<file path="src/rtl/mips_muldiv_alu_if.sv">
// Execute-stage request/result bundle for mips_muldiv_alu.
// The master issues operations; the slave (the ALU) returns registered results.
interface mips_muldiv_alu_if #(
    parameter int WIDTH = 32
);
    logic             in_valid;
    logic             in_ready;
    logic [3:0]       op;
    logic [WIDTH-1:0] a;
    logic [WIDTH-1:0] b;
    logic             out_valid;
    logic [WIDTH-1:0] y;
    logic             zero;
    logic             of;

    modport master (
        output in_valid, op, a, b,
        input  in_ready, out_valid, y, zero, of
    );

    modport slave (
        input  in_valid, op, a, b,
        output in_ready, out_valid, y, zero, of
    );
endinterface

</file>
<file path="src/rtl/mips_muldiv_alu.sv">
// Registered MIPS ALU with single-cycle logic/arith ops and iterative
// shift-add multiply / restoring divide into HI/LO.
module mips_muldiv_alu #(
    parameter int WIDTH = 32
) (
    input  logic              clk,
    input  logic              reset,
    mips_muldiv_alu_if.slave  bus
);
    localparam int              CW   = $clog2(WIDTH) + 1;
    localparam logic [CW-1:0]   LAST = CW'(WIDTH - 1);
    localparam logic [WIDTH-1:0] MIN = {1'b1, {(WIDTH-1){1'b0}}};

    typedef enum logic [1:0] {IDLE, ITER, FIX} state_t;

    state_t           r_state;
    logic [CW-1:0]    r_cnt;
    logic [WIDTH-1:0] r_ma, r_mb, r_a;
    logic [WIDTH-1:0] r_phi, r_plo;
    logic [WIDTH-1:0] r_hi, r_lo, r_y;
    logic             r_is_div, r_neg_q, r_neg_r, r_dz, r_ovf;
    logic             r_zero, r_of, r_vld;

    // Returns {of, y} for every op that completes on the accept edge.
    function automatic logic [WIDTH:0] alu_single(
        input logic [3:0]       op,
        input logic [WIDTH-1:0] a,
        input logic [WIDTH-1:0] b,
        input logic [WIDTH-1:0] hi,
        input logic [WIDTH-1:0] lo
    );
        logic [WIDTH-1:0] sum, diff;
        logic             add_of, sub_of;
        sum    = a + b;
        diff   = a - b;
        add_of = (a[WIDTH-1] == b[WIDTH-1]) && (sum[WIDTH-1] != a[WIDTH-1]);
        sub_of = (a[WIDTH-1] != b[WIDTH-1]) && (diff[WIDTH-1] != a[WIDTH-1]);
        case (op)
            4'd0:    return {1'b0, a & b};
            4'd1:    return {1'b0, a | b};
            4'd2:    return {add_of, sum};
            4'd3:    return {{WIDTH{1'b0}}, (a < b)};
            4'd4:    return {1'b0, a & ~b};
            4'd5:    return {1'b0, a | ~b};
            4'd6:    return {sub_of, diff};
            4'd7:    return {{WIDTH{1'b0}}, diff[WIDTH-1] ^ sub_of};
            4'd12:   return {1'b0, hi};
            4'd13:   return {1'b0, lo};
            default: return '0;
        endcase
    endfunction

    logic             w_muldiv, w_div, w_signed_op, w_sa, w_sb;
    logic [WIDTH-1:0] w_mag_a, w_mag_b;
    logic [WIDTH:0]   w_alu;
    logic [WIDTH:0]   w_sum;
    logic [WIDTH:0]   w_rsh;
    logic             w_ge;
    logic [WIDTH-1:0] w_sub;
    logic [2*WIDTH-1:0] w_prod, w_prod_s;
    logic [WIDTH-1:0] w_quo, w_rem, w_fhi, w_flo;
    logic             w_fof;

    assign w_muldiv    = (bus.op[3:2] == 2'b10);
    assign w_div       = bus.op[1];
    assign w_signed_op = ~bus.op[0];
    assign w_sa        = w_signed_op & bus.a[WIDTH-1];
    assign w_sb        = w_signed_op & bus.b[WIDTH-1];
    assign w_mag_a     = w_sa ? -bus.a : bus.a;
    assign w_mag_b     = w_sb ? -bus.b : bus.b;
    assign w_alu       = alu_single(bus.op, bus.a, bus.b, r_hi, r_lo);

    // Multiply step: conditionally add multiplicand to the upper half, shift right.
    assign w_sum = {1'b0, r_phi} + (r_plo[0] ? {1'b0, r_ma} : '0);

    // Divide step: shift the next dividend bit into the partial remainder and trial-subtract.
    assign w_rsh = {r_phi, r_plo[WIDTH-1]};
    assign w_ge  = (w_rsh >= {1'b0, r_mb});
    assign w_sub = w_rsh[WIDTH-1:0] - r_mb;

    assign w_prod   = {r_phi, r_plo};
    assign w_prod_s = r_neg_q ? -w_prod : w_prod;
    assign w_quo    = r_neg_q ? -r_plo : r_plo;
    assign w_rem    = r_neg_r ? -r_phi : r_phi;

    always_comb begin
        w_fhi = w_prod_s[2*WIDTH-1:WIDTH];
        w_flo = w_prod_s[WIDTH-1:0];
        if (r_is_div) begin
            if (r_dz) begin
                w_fhi = r_a;
                w_flo = '1;
            end else begin
                w_fhi = w_rem;
                w_flo = w_quo;
            end
        end
    end

    // Most-negative / -1 already yields LO=MIN, HI=0 from the magnitude path; only the flag is extra.
    assign w_fof = r_is_div & (r_dz | r_ovf);

    always_ff @(posedge clk) begin
        if (reset) begin
            r_state <= IDLE;
            r_cnt   <= '0;
            r_hi    <= '0;
            r_lo    <= '0;
            r_y     <= '0;
            r_zero  <= 1'b1;
            r_of    <= 1'b0;
            r_vld   <= 1'b0;
        end else begin
            r_vld <= 1'b0;
            case (r_state)
                IDLE: begin
                    if (bus.in_valid) begin
                        if (w_muldiv) begin
                            r_ma     <= w_mag_a;
                            r_mb     <= w_mag_b;
                            r_a      <= bus.a;
                            r_phi    <= '0;
                            r_plo    <= w_div ? w_mag_a : w_mag_b;
                            r_is_div <= w_div;
                            r_neg_q  <= w_sa ^ w_sb;
                            r_neg_r  <= w_sa;
                            r_dz     <= (bus.b == '0);
                            r_ovf    <= w_signed_op && (bus.a == MIN) && (bus.b == '1);
                            r_cnt    <= '0;
                            r_state  <= ITER;
                        end else begin
                            r_y    <= w_alu[WIDTH-1:0];
                            r_of   <= w_alu[WIDTH];
                            r_zero <= (w_alu[WIDTH-1:0] == '0);
                            r_vld  <= 1'b1;
                        end
                    end
                end
                ITER: begin
                    if (r_is_div) begin
                        r_phi <= w_ge ? w_sub : w_rsh[WIDTH-1:0];
                        r_plo <= {r_plo[WIDTH-2:0], w_ge};
                    end else begin
                        r_phi <= w_sum[WIDTH:1];
                        r_plo <= {w_sum[0], r_plo[WIDTH-1:1]};
                    end
                    r_cnt <= r_cnt + CW'(1);
                    if (r_cnt == LAST)
                        r_state <= FIX;
                end
                FIX: begin
                    r_hi    <= w_fhi;
                    r_lo    <= w_flo;
                    r_y     <= w_flo;
                    r_zero  <= (w_flo == '0);
                    r_of    <= w_fof;
                    r_vld   <= 1'b1;
                    r_state <= IDLE;
                end
                default: r_state <= IDLE;
            endcase
        end
    end

    assign bus.in_ready  = (r_state == IDLE);
    assign bus.out_valid = r_vld;
    assign bus.y         = r_y;
    assign bus.zero      = r_zero;
    assign bus.of        = r_of;
endmodule

</file>
<file path="src/flat_wrapper.sv">
// flat-port wrapper written by rule: the top's interface ports become plain ports
module mips_muldiv_alu_flat 
#(
    parameter int WIDTH = 32
)
  (clk, reset, bus_in_valid, bus_op, bus_a, bus_b, bus_in_ready, bus_out_valid, bus_y, bus_zero, bus_of);
  mips_muldiv_alu_if #(.WIDTH(WIDTH)) bus_i ();
  input  logic clk;
  input  logic reset;
  input wire logic [$bits(bus_i.in_valid)-1:0] bus_in_valid;
  input wire logic [$bits(bus_i.op)-1:0] bus_op;
  input wire logic [$bits(bus_i.a)-1:0] bus_a;
  input wire logic [$bits(bus_i.b)-1:0] bus_b;
  output wire logic [$bits(bus_i.in_ready)-1:0] bus_in_ready;
  output wire logic [$bits(bus_i.out_valid)-1:0] bus_out_valid;
  output wire logic [$bits(bus_i.y)-1:0] bus_y;
  output wire logic [$bits(bus_i.zero)-1:0] bus_zero;
  output wire logic [$bits(bus_i.of)-1:0] bus_of;
  assign bus_i.in_valid = bus_in_valid;
  assign bus_i.op = bus_op;
  assign bus_i.a = bus_a;
  assign bus_i.b = bus_b;
  assign bus_in_ready = bus_i.in_ready;
  assign bus_out_valid = bus_i.out_valid;
  assign bus_y = bus_i.y;
  assign bus_zero = bus_i.zero;
  assign bus_of = bus_i.of;
  mips_muldiv_alu #(.WIDTH(WIDTH)) u_core (.clk(clk), .reset(reset), .bus(bus_i));
endmodule
</file>
<file path="config.mk">
export PLATFORM = sky130hd
export DESIGN_NAME = mips_muldiv_alu_flat
export DESIGN_NICKNAME = d
export VERILOG_FILES = /design/src/rtl/mips_muldiv_alu_if.sv /design/src/rtl/mips_muldiv_alu.sv /design/src/flat_wrapper.sv
export SDC_FILE = /design/constraint.sdc
export NUM_CORES = 1
export LEC_CHECK = 0
export ABC_AREA = 0
export BUFFER_PORTS_ARGS = -buffer_cell sky130_fd_sc_hd__buf_4
export CAP_MARGIN = 20
export CELL_PAD_IN_SITES_DETAIL_PLACEMENT = 0
export CELL_PAD_IN_SITES_GLOBAL_PLACEMENT = 2
export CORE_UTILIZATION = 42
export DETAILED_ROUTE_END_ITERATION = 6
export GPL_TIMING_DRIVEN = 0
export PLACE_DENSITY_LB_ADDON = 0.1
export SYNTH_ARGS = -nofsm -noshare
export SYNTH_HDL_FRONTEND = slang
export SYNTH_SLANG_ARGS = --single-unit
</file>
<file path="constraint.sdc">
create_clock -name clk -period 10.82 [get_ports clk]
set_input_delay 0.541 -clock clk [delete_from_list [all_inputs] [get_ports clk]]
set_output_delay 0.541 -clock clk [all_outputs]
set_load 0.05 [all_outputs]
</file>
==> impl_metrics.py <==
metrics = {
    "place": {
        "post-dp-hpwl_um": 88150,
        "io_buffer_count": 105,
        "gp_congestion": 1.026,
        "dpl.cell_count": 3663,
    },
    "drt": {
        "wl_um": 108400,
        "drc_errors": 0,
        "ant_nets": 0,
        "vias": 23470,
        "wl_per_cell_um": 29.13,
        "first_pass_iters": 5,
        "routed_via_density": 6.304,
        "drt_iter0_drc": 2282,
    },
    "clock_tree": {
        "ctsResizeCount": 0,
        "clock_sinks": 271,
        "hold_buffers": 0,
        "htreeDepth": 2,
        "clkTransAtPathRegs_ns": 0.06,
        "cts_tree": "built",
        "clk_latency_ns": 0.56,
        "post_cts_buffers": 0,
        "root_buffer": "clkbuf_16",
        "numCtsBuffers": 34,
        "clk_path_buf_depth": 3,
    },
    "synthesis": {
        "ys_warn_count": 0,
        "syn_area_per_cell_um2": 8.124,
        "synth.distinct_cells": 82,
        "synth_enable_flop_cells": 164,
        "synthCells": 2850,
        "syn-num-nets": 3060,
        "synth_area_mm2": 0.02315,
        "synth-main-ff-cell": "edfxtp_1",
        "async_flop_share_pct": 0,
        "seq_area_frac_synth_pct": 30.52,
        "ys_ff_latch": 271,
    },
    "cells_and_area": {
        "nFillCells": 5452,
        "antennaDiodeCount": 0,
        "final_nets": 3213,
        "synthToLayoutAreaGrowth_pct": 12.29,
        "fin_cells": 3723,
        "drive_gt1_share_pct": 7.433,
    },
    "sta": {
        "skew_ns": 0.03807,
        "grt_setup_unrepaired": "false",
        "setup_violations": 0,
        "fin_crit_ns": 6.335,
        "finalCritPeriodShare_pct": 58.55,
        "worst-slew-pin-transition_ns": 1.188,
        "fmax_ghz": 0.1579,
        "fin_setup_tns_ns": 0,
        "hold_viol_final": 0,
        "max_slew_margin_pct": 20.79,
        "slew_violations": 0,
        "holdWs_ns": 0.2450,
    },
    "pwr": {
        "p_seq_share_pct": 38.0,
        "p_comb_share_pct": 26.2,
        "ir_drop_mv": 0.09103,
        "p_clk_share_pct": 35.8,
        "swShare_pct": 34.17,
        "p_int_w": 0.002012,
        "power.density_mw_per_mm2": 117.6,
        "switching_power_w": 0.001044,
        "power_w": 0.003057,
        "p_leak_nw": 9.889,
    },
    "critical_path": {
        "endpoint_kind": "flop",
        "crit_path_start_kind": "input pin",
        "worstSetupPathType": "in -> reg",
        "cp.required_ns": 11.27,
        "cp.arrival_ns": 6.78,
        "path_max_fanout": 9,
    },
    "die": {
        "dieWidth_um": 236.8,
        "die-height_um": 236.8,
        "core.rowCount": 85,
        "core-area_mm2": 0.05413,
        "io_pins": 107,
        "dieArea_mm2": 0.05607,
        "start_util_pct": 42.77,
    },
    "grt": {
        "grt_pass1_wl_um": 154400,
        "antenna_found_initial": 0,
        "first_global_vias": 22272,
        "track_usage_pct": 37.95,
        "overflow": 0,
        "grt_max_degree": 37,
    },
    "status": {
        "status": "finished clean",
    },
    "min_path": {
        "min_path_type": "in -> reg",
    },
    "flow_run": {
        "cap_violations": 0,
    },
}
worst paths after layout:
check,start,to,slack [ns],cells after the start
min,bus_a[31],u_core.r_a[31],0.25,1
max reg2reg,u_core.r_plo[0],u_core.r_phi[31],5.23,15
min reg2reg,u_core.r_hi[0],u_core.r_hi[0],0.46,2
max,bus_b[6],u_core.bus.zero,4.48,24
metal layers:
metal  GRT usage (%)  up-vias  part of all wire (%)
met3           4.675      264                   7.1
met1           48.78    11367                    41
met4           23.24        0                   6.9
met2           60.81     1106                    45
li1                -    10733                     -
met5               0        -                     0
cell usage after synthesis, types with 6 or more instances:
library cell / n / area [um2]
a21o_1: 49 / 367.9
o21bai_1: 17 / 127.6
dfxtp_1: 107 / 2142
o22ai_1: 16 / 100.1
mux2_2: 26 / 292.8
a21boi_0: 8 / 60.06
a311oi_1: 17 / 148.9
a31oi_1: 30 / 187.7
nor2b_1: 29 / 181.4
nor3_1: 61 / 305.3
a22oi_1: 6 / 45.04
o31ai_1: 34 / 255.2
o21a_1: 19 / 142.6
or3_1: 26 / 162.7
or4_1: 17 / 127.6
ha_1: 134 / 1677
o41ai_1: 22 / 192.7
inv_1: 125 / 469.2
o21ai_1: 6 / 30.03
a221oi_1: 8 / 70.07
nand3_1: 48 / 240.2
nand2_1: 284 / 1066
xnor2_1: 162 / 1419
o211ai_1: 58 / 435.4
buf_1: 17 / 63.81
nand2b_1: 33 / 206.5
nor2_1: 231 / 867.1
a211oi_1: 56 / 420.4
o21ai_0: 217 / 1086
xor2_1: 89 / 779.5
o221ai_1: 12 / 105.1
nor3b_1: 7 / 52.55
edfxtp_1: 164 / 4925
or2_2: 12 / 75.07
mux2i_1: 71 / 710.7
clkbuf_1: 155 / 581.8
and3_1: 17 / 106.4
and2_1: 42 / 262.8
a2111oi_0: 10 / 87.58
nor4_1: 35 / 219.0
a21oi_1: 252 / 1261
nand4_1: 33 / 206.5
cells by family after synthesis:
kind of cell | count (synthesis) | synth area share [%]
buffers and inverters | 301 | 4.955
muxes | 98 | 4.382
xor gates and xnor gates | 251 | 9.494
DFF | 271 | 30.52
AOI/OAI and AO/OA | 886 | 24.17
and+or+nand+nor | 900 | 18.64
adders and majority gates | 143 | 7.846
layout by cell type (no fill, tap or decap), types with 26 or more instances in the layout:
master and n:
nand2_1 284, a21oi_1 252, nor2_1 230, o21ai_0 217
clkbuf_1 166, edfxtp_1 164, xnor2_1 162, ha_1 134
inv_1 125, dfxtp_1 107, buf_4 106, xor2_1 89
mux2i_1 71, nor3_1 60, o211ai_1 58, a211oi_1 56
a21o_1 49, nand3_1 48, and2_1 42, nor4_1 35
clkbuf_16 35, o31ai_1 34, nand2b_1 33, nand4_1 33
a31oi_1 30, nor2b_1 29, or3_1 26, mux2_2 26
final cells by class:
cell class / count / area (um2) / share of cell area [%]
multi-input cells: 2278 / 14950 / 57.51
flip-flops and latches: 271 / 7067 / 27.18
repair buffers: 117 / 933.4 / 3.590
clock buffers: 47 / 930.9 / 3.580
well taps: 696 / 870.8 / 3.349
plain buffers: 176 / 678.2 / 2.608
inverters: 125 / 469.2 / 1.805
clock inverters: 13 / 98.84 / 0.3802
flip-flops by register name (all words and copies together) (netlist names), 2 cells and up:
register,flops
u_core.bus.y,32
u_core.r_ma,31
u_core.r_plo,32
u_core.r_lo,32
u_core.r_hi,32
u_core.r_mb,32
u_core.r_phi,32
u_core.r_cnt,6
u_core.r_state,2
u_core.r_a,32
critical path, stage by stage:
cell,delay (ns)
buf_4,0.08
clkbuf_1,0.29
inv_1,0.11
ha_1,0.29
clkbuf_1,0.35
nand4_1,0.18
a211o_1,0.28
and3_1,0.25
o31ai_1,0.58
a21oi_1,0.34
a311o_1,0.39
a21oi_1,0.22
o21ai_0,0.14
nand2b_1,0.12
a21o_1,0.20
fa_1,0.39
o22ai_1,0.14
a21oi_1,0.19
nor2_1,0.15
or4_1,0.53
nor4_1,0.42
and4b_1,0.25
nand4_1,0.10
o41ai_1,0.24
power by group through the flow:
| stage | clock, W | sequential, W | combinational (W) |
|---|---|---|---|
| 6_report | 0.00109 | 0.00116 | 0.000800 |
| 5_1_grt | 0.00114 | 0.00116 | 0.000844 |
| 4_1_cts | 0.00110 | 0.00116 | 0.000779 |
| 3_5_place_dp | 0 | 0.00118 | 0.000775 |
| 3_3_place_gp | 0 | 0.00119 | 0.000767 |
| 2_1_floorplan | 0 | 0.00121 | 0.000439 |
metrics by stage:
| stage | setup WS [ns] | util, % | area [um2] |
|---|---|---|---|
| final | 4.485 | 48.03 | 26000 |
| after global routing | 4.119 | 48.03 | 26000 |
| after CTS | 4.679 | 48.03 | 26000 |
| after detailed placement | 4.151 | 46.13 | 24970 |
| after global placement | 0.1925 | 45.84 | 24810 |
| after floorplan | 4.316 | - | 23150 |
(Power assumes the default switching activity.)
